`src/rtl/usb_tx_arbiter.sv`:
```
// usb_tx_arbiter: round-robin arbiter that multiplexes byte streams from
// several requesters onto a single USB device-controller transmit port.
// A granted requester holds the port until it sends its last byte or
// stalls for too long; a fixed idle gap separates consecutive packets.
module usb_tx_arbiter #(
   parameter int unsigned NUM_REQ    = 4,
   parameter int unsigned GAP_CYCLES = 2,
   parameter int unsigned STALL_MAX  = 255
) (
   input  logic                   clk,
   input  logic                   rst,
   input  logic [NUM_REQ-1:0]     req,
   input  logic [8*NUM_REQ-1:0]   req_data,
   input  logic [NUM_REQ-1:0]     req_valid,
   input  logic [NUM_REQ-1:0]     req_last,
   output logic [NUM_REQ-1:0]     req_ready,
   output logic [NUM_REQ-1:0]     gnt,
   output logic [7:0]             core_data_in,
   output logic                   core_send_data,
   input  logic                   core_ready,
   output logic                   abort,
   output logic                   busy
);

   localparam int unsigned IW        = (NUM_REQ > 1) ? $clog2(NUM_REQ) : 1;
   localparam logic [7:0]  STALL_LIM = 8'(STALL_MAX);
   localparam logic [3:0]  GAP_LAST  = (GAP_CYCLES == 0) ? 4'd0 : 4'(GAP_CYCLES - 1);

   typedef enum logic [1:0] {
      IDLE = 2'd0,
      XFER = 2'd1,
      GAP  = 2'd2
   } state_t;

   state_t         state;
   logic [IW-1:0]  gidx;
   logic [IW-1:0]  ptr;
   logic [7:0]     stall;
   logic [3:0]     gap_cnt;

   logic           g_valid;
   logic           g_last;
   logic [7:0]     g_data;
   logic           xfer;
   logic           stall_hit;
   logic           arb_found;
   logic [IW-1:0]  arb_idx;

   // Select the granted requester's byte-lane signals
   always_comb begin
      g_valid = 1'b0;
      g_last  = 1'b0;
      g_data  = 8'h00;
      for (int i = 0; i < int'(NUM_REQ); i++) begin
         if (gidx == IW'(i)) begin
            g_valid = req_valid[i];
            g_last  = req_last[i];
            g_data  = req_data[i*8 +: 8];
         end
      end
   end

   // Round-robin search starting just after the last granted index
   always_comb begin
      arb_found = 1'b0;
      arb_idx   = ptr;
      for (int k = 1; k <= int'(NUM_REQ); k++) begin
         if (!arb_found && req[IW'((int'(ptr) + k) % int'(NUM_REQ))]) begin
            arb_found = 1'b1;
            arb_idx   = IW'((int'(ptr) + k) % int'(NUM_REQ));
         end
      end
   end

   // Zero-latency pass-through; a pending byte always wins over a stall abort
   always_comb begin
      xfer           = !rst && (state == XFER) && g_valid && core_ready;
      stall_hit      = !rst && (state == XFER) && !g_valid && (stall == STALL_LIM);
      req_ready      = xfer ? (NUM_REQ'(1) << gidx) : '0;
      core_send_data = xfer;
      core_data_in   = xfer ? g_data : 8'h00;
      abort          = stall_hit;
      busy           = !rst && (state != IDLE);
   end

   // Arbitration FSM: grant, stall counting, packet release and inter-packet gap
   always_ff @(posedge clk) begin
      if (rst) begin
         state   <= IDLE;
         gnt     <= '0;
         gidx    <= '0;
         ptr     <= IW'(NUM_REQ - 1);
         stall   <= 8'd0;
         gap_cnt <= 4'd0;
      end else begin
         case (state)
            IDLE: begin
               if (arb_found) begin
                  state <= XFER;
                  gnt   <= NUM_REQ'(1) << arb_idx;
                  gidx  <= arb_idx;
                  stall <= 8'd0;
               end
            end
            XFER: begin
               if ((xfer && g_last) || stall_hit) begin
                  gnt     <= '0;
                  ptr     <= gidx;
                  stall   <= 8'd0;
                  gap_cnt <= 4'd0;
                  state   <= (GAP_CYCLES == 0) ? IDLE : GAP;
               end else if (xfer) begin
                  stall <= 8'd0;
               end else if (!g_valid) begin
                  stall <= stall + 8'd1;
               end
            end
            GAP: begin
               if (gap_cnt == GAP_LAST) begin
                  state <= IDLE;
               end else begin
                  gap_cnt <= gap_cnt + 4'd1;
               end
            end
            default: state <= IDLE;
         endcase
      end
   end

endmodule
```
`config.mk`:
```
export PLATFORM = sky130hd
export DESIGN_NAME = usb_tx_arbiter
export DESIGN_NICKNAME = d
export VERILOG_FILES = /design/src/rtl/usb_tx_arbiter.sv
export SDC_FILE = /design/constraint.sdc
export NUM_CORES = 1
export LEC_CHECK = 0
export ABC_AREA = 1
export ABC_CLOCK_PERIOD_IN_PS = 1800
export BUFFER_PORTS_ARGS = -buffer_cell sky130_fd_sc_hd__buf_4
export CORE_AREA = 4 4 77 79
export DETAILED_ROUTE_END_ITERATION = 10
export DIE_AREA = 0 0 81 83
export PLACE_DENSITY = 0.56
export SLEW_MARGIN = 20
export SYNTH_ARGS = -nofsm -noshare
export SYNTH_HDL_FRONTEND = slang
export SYNTH_SLANG_ARGS = --single-unit
```
`constraint.sdc`:
```
create_clock -name clk -period 1.8 [get_ports clk]
set_input_delay 0.18 -clock clk [delete_from_list [all_inputs] [get_ports clk]]
set_output_delay 0.18 -clock clk [all_outputs]
set_load 0.005 [all_outputs]
```
=== After elaboration in Yosys (flattened, before gate mapping) ===
Cells that the tools add are included.

* Flip-flop bits (word level): 22
* Logic and storage cells: 105
* Input port bits: 47

* Muxes and demuxes: 48
* Shift operators: 2
* Order comparisons: 4
* Add/subtract/negate cells: 6
* Reductions and logical operators: 27
* Eq/ne operators: 12

{| class="wikitable"
|+ Operator list
! operator !! count
|-
| 2-to-1 mux 8 bit || 9
|-
| 2-to-1 mux 1 bit || 20
|-
| less-than comparator 2 x 4 -> 1 bit (second input constant) || 4
|-
| 2-to-1 mux 4 bit || 4
|-
| case mux 4 bit (2 select lines) || 2
|-
| case mux 8 bit (2 select lines) || 1
|-
| 2-to-1 mux 2 bit || 7
|-
| AND reduction 3 bit || 4
|-
| logical AND 1 bit || 10
|-
| adder 8 x 1 -> 8 bit (second input constant) || 1
|-
| binary-select mux 1 bit (select 2 bit) || 4
|-
| == test 8 bit (second input constant) || 1
|-
| left shift 1 x 2 -> 4 bit (first input constant) || 2
|-
| == test 2 bit (second input constant) || 3
|-
| inequality test 2 bit (second input constant) || 3
|-
| case mux 2 bit (3 select lines) || 1
|-
| nonzero test 2 bit || 3
|-
| zero test 1 bit || 5
|-
| adder 2 x 1 -> 2 bit (second input constant) || 2
|-
| adder 2 bit (second input constant) || 2
|-
| adder 4 x 1 -> 4 bit (second input constant) || 1
|-
| == test 2 x 1 -> 1 bit (second input constant) || 2
|-
| == test 4 x 1 -> 1 bit (second input constant) || 1
|-
| zero test 2 bit || 2
|-
| 4 further kinds || 5
|}

=== Depth between registers and ports, before layout ===
Gate-level depths: netlist of run 1.

* Depth after elaboration: 17
* Gate-level depth with buffers: 14
* Gate-level depth less buffers: 13

=== Worst setup path before layout of run 1 ===
No wires, ideal clock.

* Path kind: register -> output
* Start point: register state[1]
* End point: output core_data_in[1]
* Path slack: 199 ps
* Buffers on the path: 1
* Arrival time: 1421 ps
* Required time: 1620 ps
* Cell stages (with the launch flop): 9
* Cell sequence: dfxtp_1 inv_2 nand2_1 clkinv_2 nand2_1 nor2_2 nand2_4 buf_2 o31ai_1

* Longest elaborated chain between the ends: 5

{| class="wikitable"
|+ Ends and longest elaborated chain
! element !! line !! text
|-
| start, declared || 35 || <nowiki>state_t state;</nowiki>
|-
| start signal, assigned || 111 || <nowiki>state <= (GAP_CYCLES == 0) ? IDLE : GAP;</nowiki>
|-
| == test 2 x 1 -> 1 bit || 77 || <nowiki>xfer = !rst && (state == XFER) && g_valid && core_ready;</nowiki>
|-
| logical AND 1 bit (3 in a row) || 77 ||
|-
| 2-to-1 mux 8 bit || 81 || <nowiki>core_data_in = xfer ? g_data : 8'h00;</nowiki>
|-
| end, declared || 18 || <nowiki>output logic [7:0] core_data_in,</nowiki>
|}

No other way between the ends.

=== Final worst setup path of run 1 ===
* Start point: register gidx[0]
* End point: output core_data_in[2]

* Longest elaborated chain between the ends: 8

{| class="wikitable"
|+ Ends and longest elaborated chain
! element !! line !! text
|-
| start, declared || 36 || <nowiki>logic [IW-1:0] gidx;</nowiki>
|-
| start signal, assigned || 101 || <nowiki>gidx <= arb_idx;</nowiki>
|-
| zero test 2 bit || 55 || <nowiki>if (gidx == IW'(i)) begin</nowiki>
|-
| 2-to-1 mux 1 bit (4 in a row) || 55 ||
|-
| logical AND 1 bit (2 in a row) || 77 ||
|-
| 2-to-1 mux 8 bit (*) || 81 ||
|}

Mark *: on every way between the ends. The rest lies on a longest branch, timed or not.

==> flow_metrics.env, run 1 <==
export IMPL_worstSetupPathType="register to output port"
export IMPL_synth_nets=349
export IMPL_slew_headroom=0.792
export IMPL_setup_ws_ps=8.91
export IMPL_min_from="rst"
export IMPL_synth_area_per_cell_um2=6.06
export IMPL_place_ws_ps=-56.9
export IMPL_critPathRequiredTime_ps=1620
export IMPL_grt_pass1_wl_um=9030
export IMPL_p_leak_nw=1.37
export IMPL_drtIter0Drc=51
export IMPL_cp_num_buf_inv=2
export IMPL_grt_max_degree=15
export IMPL_setup_viol=0
export IMPL_placed_area_mm2=0.00248
export IMPL_worst_pin_slew_ps=309
export IMPL_clock_sinks=22
export IMPL_slowest_delay_ps=400
export IMPL_yosysUniqueCellTypes=35
export IMPL_fin_crit_sh=0.995
export IMPL_final_common_cell="buf_4"
export IMPL_synth_edf_count=0
export IMPL_synth_seq_cells=22
export IMPL_r2r_slack_ps=120
export IMPL_crit_arrival_ps=1610
export IMPL_route_antenna_remaining_nets=0
export IMPL_die_x_um=81
export IMPL_rsz0062_at_grt="yes"
export IMPL_core_area_mm2=0.00534
export IMPL_yosys_warnings=0
export IMPL_layout_min_cycle_time_ps=1790
export IMPL_clk_pin_slew_worst_paths_ps=70
export IMPL_cp_end_kind="output port"
export IMPL_fmax_mhz=558
export IMPL_die_y_um=83
export IMPL_htree_levels=1
export IMPL_area_growth_pct=53.0
export IMPL_start_kind="register"
export IMPL_skew_ps=2.92
export IMPL_num_nets_final=439
export IMPL_grt_antenna_before_repair=0
export IMPL_cp_max_fo=7
export IMPL_finalMaxSlewViolations=0
export IMPL_dieArea_mm2=0.00672
export IMPL_rows=27
export IMPL_seq_area_frac_synth=0.243
export IMPL_crit_slowest_cell="dfxtp_4"
export IMPL_hold_violations=0
export IMPL_io_pins=66
export IMPL_wire_per_inst_um=11.8
export IMPL_cts_tree="yes"
export IMPL_hold_end="state[0]"
export IMPL_netlist_instances=299
export IMPL_clock_path_buffers=2
export IMPL_crit_family="simple AND/OR/NAND/NOR gates"
export IMPL_path_cells="inv_2 -> nand3b_1 -> nand3_2 -> nand2_4 -> nand2_4 -> nor2_4 -> nand2_1 -> o31ai_2 -> buf_4"
export IMPL_cts_root_buf="clkbuf_8"
export IMPL_diodes=0
export IMPL_viasPerCell=4.74
export IMPL_drv_cap=0
export IMPL_p_total_mw=1.67
export IMPL_p_per_area_mw_per_mm2=604
export IMPL_dr_pass1_iters=4
export IMPL_reg2reg_depth=11
export IMPL_numCtsBuffers=3
export IMPL_grt_pass1_vias=2026
export IMPL_hold_depth=2
export IMPL_hp_class="primary input to register"
export IMPL_remaining_drc_errors=0
export IMPL_tns_ps=0
export IMPL_clk_latency_ps=260
export IMPL_numPortBuffers=65
export IMPL_fillers=580
export IMPL_netlist_area_mm2=0.00181
export IMPL_outcome="finished, final reports clean"
export IMPL_hold_buffers=0
export IMPL_synthArstFlopShare=0
export IMPL_drive_gt1_frac=0.406
export IMPL_grt_remaining_overflow=0
export IMPL_ir_drop_mv=0.516
export IMPL_fin_area_mm2=0.00277
export IMPL_place_gp_congestion=0.806
export IMPL_rr_endpoint="ptr[1]"
export IMPL_ys_flop_type="dfxtp_1"
export IMPL_final_cell_mix="buf_4 (88), nand2_1 (73), nor2_1 (39)"
export IMPL_start_util=0.339
export IMPL_rr_startpoint="gidx[1]"
export IMPL_dp_hpwl_um=4280
export IMPL_wl_um=5430
export IMPL_grt_total_usage=0.162
export IMPL_critPathMostFrequentCell="nand2_4"
export IMPL_vias=2176
==> kinds of logic (layout without fill, tap and decap cells) <==
group | count (synthesis) | in the layout | synth area share
flops | 22 | 22 | 0.243
simple gates | 182 | 182 | 0.473
fa+ha+maj | 3 | 3 | 0.0207
buf+inv | 44 | 132 | 0.0981
compound gates | 45 | 45 | 0.151
xor+xnor | 3 | 3 | 0.0145
==> synth_stat cells, drive strengths merged (3+ instances only) <==
cell type  number  area share
nand2          93        0.22
nor2           47        0.11
inv            37       0.078
nand3          27       0.083
dfxtp          22        0.24
a21oi          17       0.047
o21ai          11       0.030
nand4          10       0.046
o31ai           6       0.025
buf             5       0.015
a221oi          4       0.019
ha              3       0.021
xor2            3       0.015
==> final cells by class <==
cell class,count,area (um2),share of cell area
Multi-Input combinational cell,233,1340,0.484
Clock buffer,3,41.3,0.0149
Sequential cell,22,455,0.164
Tap cell,72,90.1,0.0325
Timing Repair Buffer,91,694,0.250
Inverter,38,150,0.0542
==> through the flow <==
stage,instances,hold slack (ps),util
after global placement,446,455,0.464
after global routing,459,213,0.519
after detailed placement,446,459,0.464
after CTS,454,191,0.492
after floorplan,299,280,-
final,459,195,0.519
==> registers in the layout (all words and copies together), names as in the netlist <==
register and count:
gap_cnt 4, gidx 2, gnt 4, ptr 2, stall 8, state 2
==> report_power, final <==
group	switching [mW]	leakage (nW)	total, mW	internal, mW
Clock	0.146	0.0216	0.296	0.149
Combinational	0.423	1.17	0.776	0.353
Sequential	0.0599	0.182	0.603	0.543
Total	0.629	1.37	1.67	1.04
==> worst max-delay path by stage <==
stage | start | endpoint | slack, ps | depth (start not counted)
after global routing | gidx[1] | core_data_in[2] | -70 | 8
after global placement | ptr[0] | stall[0] | -60 | 13
after floorplan | state[1] | core_data_in[1] | 200 | 8
after detailed placement | ptr[0] | stall[1] | -60 | 13
after CTS | state[1] | core_data_in[2] | -1 | 9
final | gidx[0] | core_data_in[2] | 9 | 9
==> worst reg2reg max path, stage by stage (launching register included) <==
cell and delay (ps):
dfxtp_4 380, nor2_2 130, nand2_1 70, nand3_2 100, nand2_4 60, buf_4 130, buf_4 150, nand3_2 110
nand2_4 90, buf_4 160, a21oi_1 100, o21ai_0 80
==> timing repair <==
item / CTS / global route
setup buffers: 5 / 5
pin swaps: 6 / 14
setup endpoints to repair: 17 / 28
gates resized for setup: 20 / 35
==> routing by layer <==
layer | vias to the layer above | routed length, um | global-route usage | part of all wire
met1 | 961 | 2590 | 0.221 | 0.48
li1 | 1164 | - | - | -
met2 | 43 | 2500 | 0.261 | 0.46
met3 | 8 | 247 | 0.0260 | 0.045
met5 | - | 0 | 0 | 0
met4 | 0 | 89 | 0.0415 | 0.016
(Power assumes the default switching activity.)
==> run 2, diff against run 1 <==
--- a/config.mk
+++ b/config.mk
@@ -8,10 +8,10 @@
 export ABC_AREA = 1
 export ABC_CLOCK_PERIOD_IN_PS = 1800
 export BUFFER_PORTS_ARGS = -buffer_cell sky130_fd_sc_hd__buf_4
-export CORE_AREA = 4 4 77 79
+export CORE_AREA = 4 4 69 71
 export DETAILED_ROUTE_END_ITERATION = 10
-export DIE_AREA = 0 0 81 83
-export PLACE_DENSITY = 0.56
+export DIE_AREA = 0 0 73 75
+export PLACE_DENSITY = 0.69
 export SLEW_MARGIN = 20
 export SYNTH_ARGS = -nofsm -noshare
 export SYNTH_HDL_FRONTEND = slang
==> run 2 against run 1 <==
The flow now finishes with violations (negative setup slack). Critical endpoint is now core_data_in[5]. Non-clock buffer count up 1. Critical path depth down 1. Register-to-register slack worse by 30 ps. Largest power group unchanged. Utilization up 14 points. Largest cell class unchanged. Final cell count down 4.1%. Global-route usage up 2.5 points. Combinational power up 4.8%. Sequential power up 2%. Cell area up 1.1%.
==> flow_metrics.env, run 2 (synthesis gave the netlist of run 1 again) <==
export IMPL_outcome="finished with violations"
export IMPL_violations="negative setup slack"
export IMPL_finalMaxSlewViolations=0
export IMPL_area_growth_pct=54.8
export IMPL_instances_no_fill=440
export IMPL_worstSetupPathType="register to output port"
export IMPL_diodes=0
export IMPL_switching_share=0.384
export IMPL_setup_viol=1
export IMPL_clkPwrFrac=0.173
export IMPL_combPwrFrac=0.471
export IMPL_vias=2225
export IMPL_crit_arrival_ps=1630
export IMPL_hold_violations=0
export IMPL_layout_min_cycle_time_ps=1810
export IMPL_slew_headroom=0.741
export IMPL_dieArea_mm2=0.00548
export IMPL_cts_root_buf="clkbuf_8"
export IMPL_setup_ws_ps=-6.93
export IMPL_dp_cells=424
export IMPL_p_leak_nw=1.37
export IMPL_final_cell_mix="buf_4 (86), nand2_1 (77), nor2_1 (36)"
export IMPL_grt_max_degree=15
export IMPL_ir_drop_mv=0.466
export IMPL_grt_remaining_overflow=0
export IMPL_rsz0062_at_grt="yes"
export IMPL_start_util=0.428
export IMPL_p_sw_mw=0.663
export IMPL_numPortBuffers=65
export IMPL_final_common_cell="buf_4"
export IMPL_hold_depth=2
export IMPL_slowest_delay_ps=410
export IMPL_critPathMostFrequentCell="nand2_2"
export IMPL_wl_um=5490
export IMPL_tns_ps=-6.93
export IMPL_regMostFlops="stall"
export IMPL_start_kind="register"
export IMPL_dp_hpwl_um=4100
export IMPL_p_total_mw=1.73
export IMPL_fin_crit_sh=1.00
export IMPL_route_antenna_remaining_nets=0
export IMPL_cp_num_buf_inv=3
export IMPL_clk_latency_ps=260
export IMPL_drive_gt1_frac=0.412
export IMPL_cts_tree="yes"
export IMPL_dr_pass1_iters=4
export IMPL_crit_slowest_cell="dfxtp_4"
export IMPL_hold_buffers=0
export IMPL_viasPerCell=5.06
export IMPL_core_area_mm2=0.00423
export IMPL_reg2reg_depth=13
export IMPL_worst_pin_slew_ps=387
export IMPL_drtIter0Drc=123
export IMPL_grt_pass1_vias=1915
export IMPL_die_x_um=73
export IMPL_cp_end_kind="output port"
export IMPL_skew_ps=4.87
export IMPL_remaining_drc_errors=0
export IMPL_fillers=387
export IMPL_reg_top3="stall x8, gap_cnt x4, gnt x4"
export IMPL_path_cells="nand2_2 -> inv_1 -> nand2_2 -> nand2_4 -> nand2_8 -> buf_8 -> o31ai_2 -> buf_4"
export IMPL_wire_per_inst_um=12.5
export IMPL_seqPwrFrac=0.356
export IMPL_rows=24
export IMPL_clock_path_buffers=2
export IMPL_critPathRequiredTime_ps=1620
export IMPL_drv_cap=0
export IMPL_p_per_area_mw_per_mm2=615
export IMPL_cp_depth=8
export IMPL_io_pins=66
export IMPL_crit_family="flip-flops"
export IMPL_cp_max_fo=7
export IMPL_largest_register_ffs=8
export IMPL_clock_sinks=22
export IMPL_place_gp_congestion=0.906
export IMPL_die_y_um=75
export IMPL_htree_levels=1
export IMPL_intPower_mw=1.06
export IMPL_numCtsBuffers=3
export IMPL_final_util=0.662
export IMPL_grt_antenna_before_repair=0
export IMPL_grt_pass1_wl_um=8290
export IMPL_grt_total_usage=0.187
export IMPL_fmax_mhz=553
export IMPL_num_nets_final=440
export IMPL_clk_pin_slew_worst_paths_ps=80
export IMPL_hp_class="primary input to register"
[run 2: what timing repair did]
| item | 4_1_cts | 5_1_grt |
|---|---|---|
| cloned | 0 | 0 |
| pin swaps | 6 | 16 |
| resized for setup | 19 | 45 |
| endpoints found under the setup margin | 21 | 28 |
| setup buffers | 4 | 9 |
[run 2: final cells by class]
type / count / area (um2) / area share
clock buffer: 3 / 41.3 / 0.0147
multi-input combinational: 233 / 1370 / 0.487
timing repair buffer: 92 / 717 / 0.256
inverter: 38 / 153 / 0.0544
sequential: 22 / 462 / 0.165
tap: 52 / 65.1 / 0.0232
[run 2: path summary, 6_finish.rpt]
path           start              end  slack, ps
min reg2reg   gnt[2]           gnt[2]        470
max          gidx[0]  core_data_in[5]         -7
min              rst       gap_cnt[1]        180
max reg2reg   ptr[0]         stall[7]         90
[run 2: through the flow]
stage | instance area, um2 | worst slack, ps | hold slack [ps]
finish | 2800 | -6.93 | 185
global route | 2800 | -106 | 195
CTS | 2570 | 2.50 | 186
detailed placement | 2440 | -67.5 | 458
global placement | 2440 | -38.6 | 454
floorplan | 1810 | 199 | 280
[run 2: power groups by stage]
stage	combinational [mW]	sequential, mW	clock (mW)
global placement	0.656	0.605	0
CTS	0.712	0.599	0.314
floorplan	0.436	0.587	0
detailed placement	0.664	0.607	0
global route	0.905	0.622	0.337
finish	0.813	0.615	0.298
[run 2: metal layers]
layer	part of all wire	wire (um)	global-route usage
met4	0.011	59	0.0594
met5	0	0	0
met3	0.062	341	0.0334
met1	0.43	2370	0.240
met2	0.49	2710	0.317
